File: config.mk
export PLATFORM = sky130hd
export DESIGN_NAME = mem_ctrl_flat
export DESIGN_NICKNAME = d
export VERILOG_FILES = /design/src/rtl/mem_ctrl_if.sv /design/src/rtl/mem_ctrl.sv /design/src/flat_wrapper.sv
export SDC_FILE = /design/constraint.sdc
export NUM_CORES = 1
export LEC_CHECK = 0
export ABC_AREA = 1
export CAP_MARGIN = 20
export CORE_MARGIN = 2
export CORE_UTILIZATION = 25
export CTS_CLUSTER_SIZE = 12
export DETAILED_ROUTE_END_ITERATION = 16
export GPL_TIMING_DRIVEN = 0
export SLEW_MARGIN = 20
export SYNTH_ARGS = -nofsm -noshare
export SYNTH_HDL_FRONTEND = slang
export SYNTH_SLANG_ARGS = --single-unit
export TNS_END_PERCENT = 10
File: constraint.sdc
create_clock -name clk -period 2.8 [get_ports clk]
set_clock_uncertainty 0.05 [all_clocks]
set_input_delay 0.28 -clock clk [delete_from_list [all_inputs] [get_ports clk]]
set_output_delay 0.28 -clock clk [all_outputs]
set_load 0.01 [all_outputs]
File: src/rtl/mem_ctrl_if.sv
// Request/response bundle between the multi-cycle core and the memory responder.
// The core drives opcodes, address and store data; the responder returns load data and status.
interface mem_ctrl_if;
    logic [2:0]  read_op;
    logic [1:0]  write_op;
    logic [31:0] addr;
    logic [31:0] wdata;
    logic [31:0] rdata;
    logic        busy;
    logic        done;
    logic        err;

    modport master (
        output read_op, write_op, addr, wdata,
        input  rdata, busy, done, err
    );

    modport slave (
        input  read_op, write_op, addr, wdata,
        output rdata, busy, done, err
    );
endinterface

File: src/rtl/mem_ctrl.sv
// Memory responder: serialises byte/halfword/word loads and stores onto a byte-wide
// synchronous single-port RAM, extends load data and rejects illegal or misaligned requests.
module mem_ctrl #(
    parameter int ADDR_WIDTH = 16
) (
    input  logic                  clk,
    input  logic                  reset,
    mem_ctrl_if.slave             bus,
    output logic [ADDR_WIDTH-1:0] ram_addr,
    output logic                  ram_we,
    output logic [7:0]            ram_wdata,
    input  logic [7:0]            ram_rdata
);
    typedef enum logic [1:0] {IDLE, RD, WR, FIN} state_t;

    localparam logic [2:0] LB    = 3'b000;
    localparam logic [2:0] LH    = 3'b001;
    localparam logic [2:0] LW    = 3'b010;
    localparam logic [2:0] LBU   = 3'b100;
    localparam logic [2:0] LHU   = 3'b101;
    localparam logic [2:0] LNONE = 3'b111;
    localparam logic [1:0] SH    = 2'b01;
    localparam logic [1:0] SW    = 2'b10;
    localparam logic [1:0] SNONE = 2'b11;

    state_t                state_q, state_d;
    logic [2:0]            rop_q, rop_d;
    logic [2:0]            nbytes_q, nbytes_d;
    logic [ADDR_WIDTH-1:0] base_q, base_d;
    logic [31:0]           wdata_q, wdata_d;
    logic [2:0]            idx_q, idx_d;
    logic [31:0]           asm_q, asm_d;
    logic [31:0]           rdata_q, rdata_d;
    logic                  busy_q, busy_d;
    logic                  done_q, done_d;
    logic                  err_q, err_d;
    logic                  ram_we_q, ram_we_d;
    logic [ADDR_WIDTH-1:0] ram_addr_q, ram_addr_d;
    logic [7:0]            ram_wdata_q, ram_wdata_d;

    logic                  rd_req;
    logic                  wr_req;
    logic                  reject;
    logic [2:0]            req_n;
    logic [ADDR_WIDTH-1:0] req_base;
    logic [ADDR_WIDTH-1:0] next_addr;
    logic [1:0]            cap_idx;
    logic                  unused_addr_bits;

    assign unused_addr_bits = ^bus.addr[31:ADDR_WIDTH];

    function automatic logic [31:0] extend(input logic [2:0] op, input logic [31:0] v);
        case (op)
            LB:      extend = {{24{v[7]}}, v[7:0]};
            LH:      extend = {{16{v[15]}}, v[15:0]};
            LBU:     extend = {24'h0, v[7:0]};
            LHU:     extend = {16'h0, v[15:0]};
            default: extend = v;
        endcase
    endfunction

    always_comb begin
        rd_req = bus.read_op != LNONE;
        wr_req = bus.write_op != SNONE;
        req_n  = 3'd1;
        if (rd_req) begin
            case (bus.read_op)
                LH, LHU: req_n = 3'd2;
                LW:      req_n = 3'd4;
                default: req_n = 3'd1;
            endcase
        end else begin
            case (bus.write_op)
                SH:      req_n = 3'd2;
                SW:      req_n = 3'd4;
                default: req_n = 3'd1;
            endcase
        end
        reject = (bus.read_op == 3'b011) || (bus.read_op == 3'b110) || (rd_req && wr_req)
               || (req_n == 3'd2 && bus.addr[0])
               || (req_n == 3'd4 && bus.addr[1:0] != 2'b00);
        req_base  = bus.addr[ADDR_WIDTH-1:0];
        next_addr = base_q + {{(ADDR_WIDTH-3){1'b0}}, idx_q};
        // In RD, idx counts cycles since acceptance; the byte returning now was issued two cycles ago.
        cap_idx   = idx_q[1:0] - 2'd2;
    end

    always_comb begin
        state_d     = state_q;
        rop_d       = rop_q;
        nbytes_d    = nbytes_q;
        base_d      = base_q;
        wdata_d     = wdata_q;
        idx_d       = idx_q;
        asm_d       = asm_q;
        rdata_d     = rdata_q;
        busy_d      = busy_q;
        done_d      = 1'b0;
        err_d       = 1'b0;
        ram_we_d    = 1'b0;
        ram_addr_d  = ram_addr_q;
        ram_wdata_d = ram_wdata_q;
        case (state_q)
            IDLE: begin
                if (rd_req || wr_req) begin
                    busy_d = 1'b1;
                    if (reject) begin
                        state_d = FIN;
                        done_d  = 1'b1;
                        err_d   = 1'b1;
                        if (rd_req) begin
                            rdata_d = '0;
                        end
                    end else begin
                        rop_d      = bus.read_op;
                        nbytes_d   = req_n;
                        base_d     = req_base;
                        wdata_d    = bus.wdata;
                        idx_d      = 3'd1;
                        asm_d      = '0;
                        ram_addr_d = req_base;
                        if (rd_req) begin
                            state_d = RD;
                        end else begin
                            state_d     = WR;
                            ram_we_d    = 1'b1;
                            ram_wdata_d = bus.wdata[7:0];
                        end
                    end
                end
            end
            WR: begin
                if (idx_q == nbytes_q) begin
                    state_d = FIN;
                    done_d  = 1'b1;
                end else begin
                    ram_we_d    = 1'b1;
                    ram_addr_d  = next_addr;
                    ram_wdata_d = wdata_q[{idx_q[1:0], 3'b000} +: 8];
                    idx_d       = idx_q + 3'd1;
                end
            end
            RD: begin
                if (idx_q < nbytes_q) begin
                    ram_addr_d = next_addr;
                end
                if (idx_q >= 3'd2) begin
                    asm_d[{cap_idx, 3'b000} +: 8] = ram_rdata;
                end
                idx_d = idx_q + 3'd1;
                if (idx_q == nbytes_q + 3'd1) begin
                    state_d = FIN;
                    done_d  = 1'b1;
                    rdata_d = extend(rop_q, asm_d);
                end
            end
            FIN: begin
                state_d = IDLE;
                busy_d  = 1'b0;
            end
            default: state_d = IDLE;
        endcase
    end

    always_ff @(posedge clk) begin
        if (reset) begin
            state_q     <= IDLE;
            rop_q       <= '0;
            nbytes_q    <= '0;
            base_q      <= '0;
            wdata_q     <= '0;
            idx_q       <= '0;
            asm_q       <= '0;
            rdata_q     <= '0;
            busy_q      <= 1'b0;
            done_q      <= 1'b0;
            err_q       <= 1'b0;
            ram_we_q    <= 1'b0;
            ram_addr_q  <= '0;
            ram_wdata_q <= '0;
        end else begin
            state_q     <= state_d;
            rop_q       <= rop_d;
            nbytes_q    <= nbytes_d;
            base_q      <= base_d;
            wdata_q     <= wdata_d;
            idx_q       <= idx_d;
            asm_q       <= asm_d;
            rdata_q     <= rdata_d;
            busy_q      <= busy_d;
            done_q      <= done_d;
            err_q       <= err_d;
            ram_we_q    <= ram_we_d;
            ram_addr_q  <= ram_addr_d;
            ram_wdata_q <= ram_wdata_d;
        end
    end

    assign bus.rdata = rdata_q;
    assign bus.busy  = busy_q;
    assign bus.done  = done_q;
    assign bus.err   = err_q;
    assign ram_addr  = ram_addr_q;
    assign ram_we    = ram_we_q;
    assign ram_wdata = ram_wdata_q;
endmodule

File: src/flat_wrapper.sv
// flat-port wrapper written by rule: the top's interface ports become plain ports
module mem_ctrl_flat 
#(
    parameter int ADDR_WIDTH = 16
)
  (clk, reset, ram_addr, ram_we, ram_wdata, ram_rdata, bus_read_op, bus_write_op, bus_addr, bus_wdata, bus_rdata, bus_busy, bus_done, bus_err);
  mem_ctrl_if bus_i ();
  input  logic clk;
  input  logic reset;
  output logic [ADDR_WIDTH-1:0] ram_addr;
  output logic ram_we;
  output logic [7:0] ram_wdata;
  input  logic [7:0] ram_rdata;
  input wire logic [$bits(bus_i.read_op)-1:0] bus_read_op;
  input wire logic [$bits(bus_i.write_op)-1:0] bus_write_op;
  input wire logic [$bits(bus_i.addr)-1:0] bus_addr;
  input wire logic [$bits(bus_i.wdata)-1:0] bus_wdata;
  output wire logic [$bits(bus_i.rdata)-1:0] bus_rdata;
  output wire logic [$bits(bus_i.busy)-1:0] bus_busy;
  output wire logic [$bits(bus_i.done)-1:0] bus_done;
  output wire logic [$bits(bus_i.err)-1:0] bus_err;
  assign bus_i.read_op = bus_read_op;
  assign bus_i.write_op = bus_write_op;
  assign bus_i.addr = bus_addr;
  assign bus_i.wdata = bus_wdata;
  assign bus_rdata = bus_i.rdata;
  assign bus_busy = bus_i.busy;
  assign bus_done = bus_i.done;
  assign bus_err = bus_i.err;
  mem_ctrl #(.ADDR_WIDTH(ADDR_WIDTH)) u_core (.clk(clk), .reset(reset), .bus(bus_i), .ram_addr(ram_addr), .ram_we(ram_we), .ram_wdata(ram_wdata), .ram_rdata(ram_rdata));
endmodule
==> results.md, run 1 <==
- The run finished with clean final reports.
- After filler insertion, the fill cell instance count of the layout stands at 3,554.
- Walking the worst path, the cells encountered are buf_6, inv_1, buf_4, ha_2, inv_2, nand3_2, nand2_4, buf_2, o31ai_1, nand3_1, nand2_1, nand3_1, a21oi_1.
- The flip-flop and latch count after synthesis is 151.
- After synthesis, the largest family of logic cells by area is simple AND/OR/NAND/NOR gates.
- The buffer cell driving the clock tree root is sky130_fd_sc_hd__clkbuf_16.
- The clock drives roughly 150 sinks.
- After synthesis, the cell types taking the most area are sky130_fd_sc_hd__dfxtp_1 37%, sky130_fd_sc_hd__nand2_1 15%, sky130_fd_sc_hd__a21oi_1 7.8%.
- The cell area after synthesis is 0.00825 mm².
- 0 antenna diodes ended up in the layout.
- The category of the worst setup path launch point is a register.
- In this design, the critical path's most frequently occurring cell is sky130_fd_sc_hd__nand3_1.
- The congestion estimate from routability-driven global placement came to 0.892.
- The remaining number of nets flagged by the antenna check after routing is 0.
- In this run the static leakage power is 4.27 nW.
- CTS built an H-tree with a depth of 4.
- The clock transition at the registers of the reported paths is around 0.07 ns.
- The total overflow left after global routing is 0.
- The dominant register cell in the synthesized netlist is sky130_fd_sc_hd__dfxtp_1.
- After synthesis, the most frequently instantiated cells are 331 x sky130_fd_sc_hd__nand2_1, 151 x sky130_fd_sc_hd__dfxtp_1, 129 x sky130_fd_sc_hd__inv_1, 128 x sky130_fd_sc_hd__a21oi_1, 119 x sky130_fd_sc_hd__nor2_1.
- The worst setup path is captured at a register.
- The final number of max-transition violations is 0.
- The clock tree from TritonCTS is done.
- The part of the cycle the worst path needs is 0.947.
- The final route contains around 8,400 vias.
- The detailed-routing iteration count for the pre-antenna-repair pass is 5.
- The most repeated cell in the gate-level netlist after synthesis is sky130_fd_sc_hd__nand2_1.
- The count of different cell masters after synthesis is 41.
- The core region is 0.0325 mm².
- The number of flops mapped to enable cells by yosys is 0.
- Measured along the y axis, the die boundary spans 186 µm.
- The synthesized-area fraction occupied by ao, oa, aoi and oai cells is 0.158.
- The die is roughly 190 µm wide.
- The XOR/XNOR share of the synthesized area is 0.00637.
- STA puts the critical path data arrival time at around 3.0 ns.
- The flip-flop and latch area is 0.00303 mm².
- The total CTS buffers is 17.
- For the pin with the worst max-slew slack, the measured transition is 0.858 ns.
- The net count of the finished layout is 1,483.
- Summed over all instances, the cell type with the most area after synthesis is sky130_fd_sc_hd__dfxtp_1.
- The routed design has between 20 and 30 mm of wire.
- The kind of cell with the highest combined delay on the critical path is buffers and inverters.
- The clock period minus final worst setup slack is roughly 2.7 ns.
- Setup violations remaining at the end of the flow were counted as 0.
- Using the TritonRoute via totals, the vias-per-cell ratio works out to 4.58.
- The half-perimeter wire length of the detailed placement result is 21.1 mm.
- The share of layout cells above drive strength 1 is 0.0938.
- The proportion of netlist area held by the largest area contributor is 0.367.
- The setup path with the least slack is of type register to register.
- After synthesis, the share of cell area in mux cells is 0.
- The longest individual stage delay on the worst path is 0.47 ns.
- After the first detailed-routing iteration, the DRC count stood at about 560.
- The number of buffer and inverter stages on the critical path is 5.
- The maximum fanout along the worst path is 13.
- The average instance in the mapped netlist occupies roughly 6.6 µm².
- The worst-case IR drop observed on VDD is 0.552 mV.
- Summing all multi-input logic gate instances after layout gives 0.00432 mm².
- The clock latency reported for the late side of the worst-skew pair is 0.43 ns.
- Based on the critical path, the design can be clocked at up to 0.377 GHz.
- The count of port buffers added during placement is 122.
- The power density relative to cell area is 941 mW/mm².
- The max-capacitance violation count is 0.
- The initial antenna violation count is 0.
- Of the total synthesized cell area, the portion taken by full adders, half adders and majority gates is 0.0328.
- The normalized max-slew margin is 0.428.
- The final hold violation count is 0.
- The starting density of the core is 0.253.
- For this run, the register share of the synthesized area comes to 0.367.
- The number of rows created at floorplan is 66.
- The via count of the first global-routing pass is 7,918.
- Of the total synthesized cell area, the portion taken by AND, OR, NAND and NOR gates is 0.322.
- Power comes to 10.0 mW.
- The slowest stage cell on the critical path is sky130_fd_sc_hd__o31ai_1.
- No sink is reached through more buffers than the 2 on the longest clock path.
- In this run the count of I/O pins placed on the die edge is between 100 and 150.
- Entering global routing, the biggest net connects 17 pins.
- After technology mapping, the gate count stands at 1,240.
- The final core utilization is 0.328.
- In the final routed layout, each cell accounts on average for 14.9 µm.
- Relative to the synthesized area, the layout overhead comes to 29.4%.
- In the global route stage, overall resource usage came out at 0.161.
- The final-layout worst hold slack is 0.356 ns.
- The die outline area is around 0.034 mm².
- For this run, asynchronously set or reset flops after synthesis account for 0.
- The total nets after synthesis is approximately 1,300.
- The count of unresolved DRC violations after routing is 0.
- The first global-routing pass estimated around 43 mm of wire.
- The class of the tightest hold or removal check is input pin to register.
- The critical path data required time is 3.11 ns.
- For this run, the number of Yosys warnings is 0.
power by group:
part	internal (mW)	total (mW)	switching, mW
sequential	2.55	2.78	0.235
combinational	1.79	5.00	3.20
clock	1.24	2.26	1.02
cells by family after synthesis:
family / Yosys count
and+or+nand+nor: 600
buffers and inverters: 217
AOI/OAI and AO/OA: 245
xor gates and xnor gates: 6
adders and majority gates: 21
DFF: 151
layout make-up:
cell class	instances	share of cell area
Sequential cell	151	0.284
Buffer	78	0.0411
Tap cell	442	0.0518
Timing Repair Buffer	124	0.116
Inverter	139	0.0494
Multi-Input combinational cell	872	0.405
Clock inverter	15	0.0133
Clock buffer	17	0.0399
timing repair:
| item | 4_1_cts | 5_1_grt |
|---|---|---|
| buffers inserted | 1 | 1 |
| resized for setup | 11 | 16 |
| hold buffers | 0 | 0 |
| endpoints found under the setup margin | 68 | 40 |
| cloned | 0 | 0 |
| pin swaps | 1 | 2 |
| endpoints found under the hold margin | 0 | 0 |
registers in the layout, indices dropped and copies added, names as in the netlist:
register,count
u_core.bus.busy,1
u_core.bus.err,1
u_core.nbytes_q,3
u_core.ram_wdata,8
u_core.base_q,16
u_core.wdata_q,32
u_core.ram_addr,16
u_core.bus.rdata,32
u_core.rop_q,3
u_core.idx_q,3
u_core.bus.done,1
u_core.ram_we,1
u_core.asm_q,32
u_core.state_q,2
layout by cell type, fill, tap and decap left out, drive strengths merged:
master and count:
dfxtp 151, a211oi 3, nand4 35, nand3b 1
nor3 8, or2 2, a31oi 3, clkbuf 50
clkinv 3, clkinvlp 5, nand3 85, fa 1
nand2 341, nor2 125, or3 1, ha 20
buf 47, o31ai 6, o21a 1, bufinv 1
nor4 2, inv 145, o211ai 13, xor2 6
a21oi 129, clkdlybuf4s50 122, o21ai 90
metrics by stage:
step                      cells  cell area, µm²  worst slack, ns  TNS (ns)
after detailed placement   1804           10000           -0.451    -15.66
after global routing       1838           10700         -0.00417  -0.00417
after floorplan            1240            8250            0.283         0
after global placement     1804           10000           -0.457    -15.12
final                      1838           10700            0.148         0
after CTS                  1837           10600           0.0114         0
worst paths after layout:
path                          endpoint  depth (start not counted)  slack [ns]              start
setup / recovery  u_core.bus.rdata[10]                         13        0.15    u_core.idx_q[0]
hold / removal      u_core.wdata_q[17]                          3        0.36      bus_wdata[17]
setup reg to reg  u_core.bus.rdata[10]                         13        0.15    u_core.idx_q[0]
hold reg to reg      u_core.wdata_q[6]                          2        0.41  u_core.wdata_q[6]
per-layer routing:
layer / track usage / wire (µm) / vias up
met3: 0.0350 / 1630 / 53
met4: 0.0567 / 727 / 0
met5: 0 / 0 / -
met1: 0.217 / 12800 / 3802
li1: - / - / 4303
met2: 0.252 / 12200 / 258
worst register-to-register path, cell delays in order (launching register included):
cell and delay (ns):
sky130_fd_sc_hd__dfxtp_4 0.38, sky130_fd_sc_hd__buf_6 0.15, sky130_fd_sc_hd__inv_1 0.09, sky130_fd_sc_hd__buf_4 0.21
sky130_fd_sc_hd__ha_2 0.26, sky130_fd_sc_hd__inv_2 0.10, sky130_fd_sc_hd__nand3_2 0.14, sky130_fd_sc_hd__nand2_4 0.10
sky130_fd_sc_hd__buf_2 0.20, sky130_fd_sc_hd__o31ai_1 0.47, sky130_fd_sc_hd__nand3_1 0.14, sky130_fd_sc_hd__nand2_1 0.10
sky130_fd_sc_hd__nand3_1 0.07, sky130_fd_sc_hd__a21oi_1 0.14
Note: power is estimated with default switching activity, not from simulation.
==> run 2, diff against run 1 <==
ABC_AREA = 0   (was 1)
==> results.md, run 2 <==
- The half-perimeter wire length of the detailed placement result is 18.5 mm.
- The count of buffers added on input and output ports is 122.
- At the end of the flow the core is filled with cells to 0.343.
- 0 antenna diodes ended up in the layout.
- The most repeated cell in the gate-level netlist after synthesis is sky130_fd_sc_hd__dfxtp_1.
- The die outline area is roughly 0.033 mm².
- The total detailed-routing wirelength is 25.1 mm.
- The number of ports placed on the die boundary is 139.
- In the layout the commonest cells are 149 x sky130_fd_sc_hd__dfxtp_1, 122 x sky130_fd_sc_hd__clkdlybuf4s50_1, 77 x sky130_fd_sc_hd__a21oi_1.
- Clock latency on the worst-skew pair, taken at its later pin, is 0.43 ns.
- After detailed routing, the number of vias per cell comes to 5.08.
- For the pin with the worst max-slew slack, the measured transition is 0.719 ns.
- The total of endpoints with negative setup slack in the final report is 0.
- The via count of the first global-routing pass is 7,091.
- The area of the core region is between 0.03 and 0.04 mm².
- The final number of max-transition violations was 0.
- The normalized max-slew margin is 0.520.
- After routing, the total negative slack on setup checks comes to 0 ns.
- The cell area that synthesis handed to floorplanning was 0.00783 mm².
- Of the total power, the share spent switching nets is 0.374.
- The switching power is 3.26 mW.
- The remaining number of nets flagged by the antenna check after routing is 0.
- For this run, asynchronously set or reset flops after synthesis account for 0.
- The floorplan step set the die height to around 180 µm.
- After global routing the overflow that remains totals 0.
- Of the total power, combinational logic draws 0.425.
- Averaged over all synthesized cells, the footprint is 8.89 µm².
- The share of total power dissipated in the clock network is 0.269.
- Cell internal power was estimated by the tool at 5.46 mW.
- The number of rows created at floorplan is 64.
- The power density relative to cell area is 828 mW/mm².
- Counting distinct cell types in the post-synthesis netlist gives 68.
- The count of unresolved DRC violations after routing is 0.
- The die boundary width is 181 µm.
- Leaving out filler cells and counting taps, the final layout contains 1,439.
- Of the available clock period, the critical path in the final layout requires 0.963.
- STA classifies the critical path startpoint as a register.
- The cell taking the most area after synthesis is sky130_fd_sc_hd__dfxtp_1.
- Across all layers, the routed design uses 7,307 vias.
- The buffer cell driving the clock tree root is sky130_fd_sc_hd__clkbuf_16.
- On the critical path the largest part of the delay comes from buffers and inverters.
- By count the netlist is led by 151 x sky130_fd_sc_hd__dfxtp_1, 77 x sky130_fd_sc_hd__a21oi_1, 74 x sky130_fd_sc_hd__o21ai_0, 63 x sky130_fd_sc_hd__mux2i_1, 60 x sky130_fd_sc_hd__nand3_1.
- From synthesis to final layout, the design area changed by 34.6%.
- Among all stages on the critical path, the largest delay is contributed by sky130_fd_sc_hd__or4_1.
- The first global-routing pass estimated around 40 mm of wire.
- The cell count after placement is 1,399.
- The critical path is of the register to register type.
- The sequential share of power is 0.306.
- After technology mapping, the gate count stands at slightly below 900.
- On the worst path, the slowest cell contributes a delay of 0.41 ns.
- The clock tree from TritonCTS is done.
- The clock period minus final worst setup slack is 2.70 ns.
- The tightest min-delay check is of the input pin to register type.
- For this configuration, the core starts out at a cell density of 0.255.
- The initial antenna violation count came to 0.
- At the end of the flow, the number of nets in the layout was 1,130.
- In the global route stage, overall resource usage came out at 0.153.
- The top achievable clock speed is around 0.37 GHz.
- Of the post-synthesis cell area, the dominant cell type holds 0.386.
- Setup repair after global routing could not meet its margin everywhere.
- The final hold violation count is 0.
- Among the stages of the critical path, the cell type that occurs most often is sky130_fd_sc_hd__buf_12.
- The total nets after synthesis is 981.
- Walking the worst path, the cells encountered are buf_12, buf_8, buf_12, clkinvlp_4, ha_4, and4_1, or4_1, buf_4, mux2_1.
- The share of layout cells above drive strength 1 is 0.119.
- After synthesis, the cell types taking the most area are sky130_fd_sc_hd__dfxtp_1 39%, sky130_fd_sc_hd__mux2i_1 8.1%, sky130_fd_sc_hd__a21oi_1 4.9%.
- Fill cells in the final layout number 3,169.
- The maximum number of pins on one net before global-route repair is 17.
- IR analysis of the VDD net gives a maximum drop of 0.564 mV.
- The number of flops mapped to enable cells by yosys is 0.
- After clock tree synthesis, the clock-pin slew on the worst setup and hold paths is approximately 0.070 ns.
- The tool flagged a number of max-cap violations equal to 0.
- The detailed-routing iteration count for the pre-antenna-repair pass is 7.
- STA puts the critical path data arrival time at between 2 and 3 ns.
- The critical path data required time is 3.06 ns.
- In this run the static leakage power is 3.60 nW.
- The kind of end point of the critical path is a register.
- The multi-input combinational cells in the finished layout cover a total of 0.00460 mm².
- The number of synthesis warnings is 0.
- In the final routed layout, each cell accounts on average for 17.5 µm.
- The run finished with clean final reports.
- The final-layout worst hold slack is approximately 0.35 ns.
- The most used flip-flop cell after synthesis is sky130_fd_sc_hd__dfxtp_1.
- The DRC violation total after the first TritonRoute iteration is 659.
- The maximum fanout along the worst path is 10.
- The buffer levels on the longest clock path is 2.
- The flip-flop and latch count after synthesis is 151.
- In this run, post-CTS hold repair placed 0 buffers.
- The post-synthesis sequential area ratio is 0.386.
- Together, buffers and inverters on the worst path number 5.
- The clock sink count is ~150.
- The flip-flop and latch area is about 0.003 mm².
- The number of clock buffers added by TritonCTS is 17.
- CTS built an H-tree with a depth of 4.
- The global placement routability congestion is 0.858.
- Leaving out fill and tap cells, the most frequent cell in the layout is sky130_fd_sc_hd__dfxtp_1.
-- run 2: final timing paths --
kind	cells past startpoint	slack [ns]	start	to
max	9	0.10	u_core.idx_q[0]	u_core.ram_addr[0]
min	3	0.35	bus_wdata[20]	u_core.wdata_q[20]
max reg2reg	9	0.10	u_core.idx_q[0]	u_core.ram_addr[0]
min reg2reg	2	0.40	u_core.bus.rdata[8]	u_core.bus.rdata[8]
-- run 2: kinds of logic after synthesis --
logic type               after synthesis  synth area share
multiplexers                          75             0.109
AO/OA/AOI/OAI                        271             0.229
flip-flops                           151             0.386
adder cells (fa/ha/maj)               21            0.0345
AND/OR/NAND/NOR                      249             0.173
XOR/XNOR                              11            0.0142
buffers and inverters                103            0.0543
-- run 2: layout make-up --
cell class | count | area share
multi-input combinational | 627 | 0.436
sequential | 151 | 0.288
timing repair buffer | 135 | 0.125
tap | 396 | 0.0470
clock buffer | 20 | 0.0443
buffer | 76 | 0.0390
clock inverter | 12 | 0.0122
inverter | 22 | 0.00855
-- run 2: tightest hold or removal path, stage by stage --
cell                              delay, ns
sky130_fd_sc_hd__clkdlybuf4s50_1       0.39
sky130_fd_sc_hd__nand3_1               0.06
sky130_fd_sc_hd__a21oi_1               0.05
-- run 2: per-stage QoR --
step           worst slack, ns  cell area, µm²  power (mW)
6_report                 0.103           10500        8.72
4_1_cts                -0.0521           10400        8.60
2_1_floorplan          0.00942            7860        4.83
5_1_grt                -0.0247           10500        9.18
3_5_place_dp            -0.737            9580        6.02
3_3_place_gp            -0.676            9580        5.99
-- run 2: metal layers --
layer	routed length, µm	global-route usage	up-vias
li1	-	-	3553
met1	11500	0.204	3480
met2	11800	0.250	246
met3	1450	0.0308	28
met4	420	0.0442	0
met5	0	0	-
-- run 2: power groups by stage --
stage / sequential [mW] / clock, mW / combinational, mW
6_report: 2.67 / 2.35 / 3.70
5_1_grt: 2.71 / 2.48 / 3.99
4_1_cts: 2.67 / 2.40 / 3.53
3_5_place_dp: 2.71 / 0 / 3.31
3_3_place_gp: 2.70 / 0 / 3.29
2_1_floorplan: 2.74 / 0 / 2.09
-- run 2: what timing repair did --
item / CTS / global route
setup endpoints to repair: 88 / 92
pin swaps: 6 / 11
resized for setup: 43 / 43
buffers inserted: 7 / 6
==> run 3, diff against run 2 <==
==> constraint.sdc (replaced) <==
create_clock -name clk -period 2.8 [get_ports clk]
set_clock_uncertainty 0.05 [all_clocks]
set_input_delay 0.56 -clock clk [delete_from_list [all_inputs] [get_ports clk]]
set_output_delay 0.56 -clock clk [all_outputs]
set_load 0.01 [all_outputs]
==> results.md, run 3 (synthesis gave the netlist of run 2 again) <==
- Counting stages on the worst path, the most repeated cell is sky130_fd_sc_hd__a21oi_1.
- The class of the tightest hold or removal check is register to register.
- The final hold violation count is 0.
- The number of buffer and inverter stages on the critical path is 3.
- The final number of max-transition violations is 0.
- The slowest stage of the critical path is the sky130_fd_sc_hd__clkbuf_1 cell.
- For this configuration, the core starts out at a cell density of 0.255.
- In the final routed layout, each cell accounts on average for 17.4 µm.
- Counting along the longest clock path gives a buffer depth of 2.
- The startpoint identified for the worst register-to-register timing path is u_core.idx_q[0].
- The die boundary width is 181 µm.
- The worst setup path is captured at a register.
- The floorplan has 64 rows.
- The critical register-to-register path endpoint is u_core.bus.rdata[10].
- The final-layout worst hold slack is 0.404 ns.
- The filler cell count in the final layout is 3,162.
- The initial antenna violation count is 0.
- Of the cells placed in the final design, the portion with a size suffix greater than 1 is 0.125.
- The category of the critical setup timing path is input pin to register.
- In the finished design, the share of the clock period the worst path needs comes to 0.985.
- TritonCTS built the clock tree.
- The top achievable clock speed is between 0.3 and 0.4 GHz.
- The clock latency reported for the late side of the worst-skew pair is 0.44 ns.
- Summed over all failing endpoints, the final setup total negative slack is 0 ns.
- Buffers inserted during clock tree synthesis total 17.
- Pin placement for this block handled 139 I/O pins.
- For hold timing, the worst endpoint is u_core.bus.rdata[12].
- The die outline area is 0.0328 mm².
- Across the run, the number of max-cap violations was 0.
- The startpoint identified for the worst hold timing path is u_core.bus.rdata[12].
- The transition time of the tightest slew-check pin is between 0.7 and 0.8 ns.
- The routed design has 25.0 mm of wire.
- The via-per-instance ratio is slightly above 5.
- The clock tree synthesis step divided the H-tree into 4 levels.
- The clock period minus final worst setup slack is 2.76 ns.
- The DRC violation total after the first TritonRoute iteration is 592.
- The largest voltage drop on the vdd net is approximately 0.58 mV.
- The buffer cell driving the clock tree root is sky130_fd_sc_hd__clkbuf_16.
- Along the worst path, the maximum fanout reaches 10.
- The clock transition at the registers of the reported paths is 0.07 ns.
- At the worst endpoint, the arrival time is approximately 3 ns.
- Dividing total power by cell area gives a power density of 824 mW/mm².
- The most common cell after layout, fill and taps aside is sky130_fd_sc_hd__dfxtp_1.
- The pre-antenna-repair detailed-routing pass consisted of 6 iterations.
- The total of endpoints with negative setup slack in the final report is 0.
- The number of cells on the worst hold path is 2.
- The largest single stage delay on the critical path is roughly 0.56 ns.
- Walking the worst path, the cells encountered are clkdlybuf4s50_1, buf_2, and4b_1, a21oi_1, nor2_2, clkbuf_1, nand3_1, a21oi_1.
- Across every metal layer, demand over resource in global routing totals 0.153.
- Headroom to the max-slew limit came out at 0.509.
- Setup repair after global routing could not meet its margin everywhere.
- In the final design database the tool counted 1,133 nets.
- The final core utilization is 0.344.
- The category of the worst setup path launch point is an input pin.
- In the layout the commonest cells are 149 x sky130_fd_sc_hd__dfxtp_1, 120 x sky130_fd_sc_hd__clkdlybuf4s50_1, 77 x sky130_fd_sc_hd__a21oi_1.
- Among cell families on the critical path, the largest total delay comes from buffers and inverters.
- The wire length of the first global-routing pass is 39.5 mm.
- The logic depth of the worst register-to-register path is 12.
- The area of the core region is 0.0307 mm².
- The critical path data required time is 3.11 ns.
- For this run, design rule violations remaining after detail routing come to 0.
- The clock sink count is 151.
- Port buffering added 122 buffers.
- The via count of the first global-routing pass is 7,107.
- Across all register-to-register paths, the minimum setup slack is around 0.09 ns.
- The y dimension of the die is roughly 180 µm.
- The total via count after detailed routing is around 7,400.
- The total overflow reported by the global router is 0.
- At the end of routability-driven placement, the weighted congestion stood at 0.858.
- In this run the remaining antenna-violating nets after routing total 0.
- The half-perimeter wire length of the detailed placement result is about 18 mm.
- The repair_antennas step left the layout with diodes totalling 0.
- Relative to the synthesized area, the layout overhead comes to 35.2%.
- Entering global routing, the biggest net connects 17 pins.
- The static leakage power is 3.65 nW.
- The run finished with clean final reports.
==> run 3: timing repair <==
action | 4_1_cts | 5_1_grt
pin swaps | 6 | 6
endpoints found under the setup margin | 122 | 137
setup buffers | 9 | 6
hold buffers | 0 | 0
resized for setup | 56 | 36
==> run 3: tightest hold or removal path: stages, from the launching register on <==
cell and delay, ns:
sky130_fd_sc_hd__dfxtp_1 0.31, sky130_fd_sc_hd__inv_1 0.05, sky130_fd_sc_hd__a32oi_1 0.05
==> run 3: cell type report <==
cell class                      count  area (µm²)  area share
Sequential cell                   151        3030       0.286
Buffer                             77         434      0.0410
Clock inverter                     12         129      0.0122
Multi-Input combinational cell    627        4600       0.435
Inverter                           22        90.1     0.00851
Timing Repair Buffer              137        1340       0.126
Tap cell                          396         495      0.0468
Clock buffer                       20         467      0.0441
==> run 3: routing by layer <==
layer  vias to the layer above  track usage  part of all wire  wire length [µm]
met5                         -            0                 0                 0
met4                         0       0.0455             0.018               440
met3                        30       0.0312             0.068              1690
met2                       245        0.249              0.47             11700
met1                      3526        0.205              0.45             11200
li1                       3561            -                 -                 -
==> run 3: where the power goes <==
part	switching, mW	internal (mW)	total, mW
Clock	1.03	1.33	2.36
Sequential	0.206	2.45	2.66
Combinational	2.03	1.67	3.70
Total	3.27	5.46	8.73
==> run 3: how the worst max path moves through the flow <==
stage,from,end,depth (start not counted)
6_report,bus_read_op[2],u_core.base_q[13],8
5_1_grt,u_core.idx_q[0],u_core.bus.rdata[10],12
2_1_floorplan,u_core.idx_q[0],u_core.bus.rdata[21],13
3_5_place_dp,u_core.idx_q[0],u_core.bus.rdata[11],12
3_3_place_gp,u_core.idx_q[0],u_core.bus.rdata[10],12
4_1_cts,bus_write_op[0],u_core.ram_addr[0],9
==> run 3: stage by stage <==
step                instances  instance area, µm²  setup WS [ns]  total power, mW
detailed placement       1399                9580         -0.737             6.02
floorplan                 881                7860        0.00942             4.83
global placement         1399                9580         -0.676             5.99
finish                   1442               10600         0.0417             8.73
CTS                      1437               10500         0.0122             8.65
global route             1442               10600        -0.0110             9.17
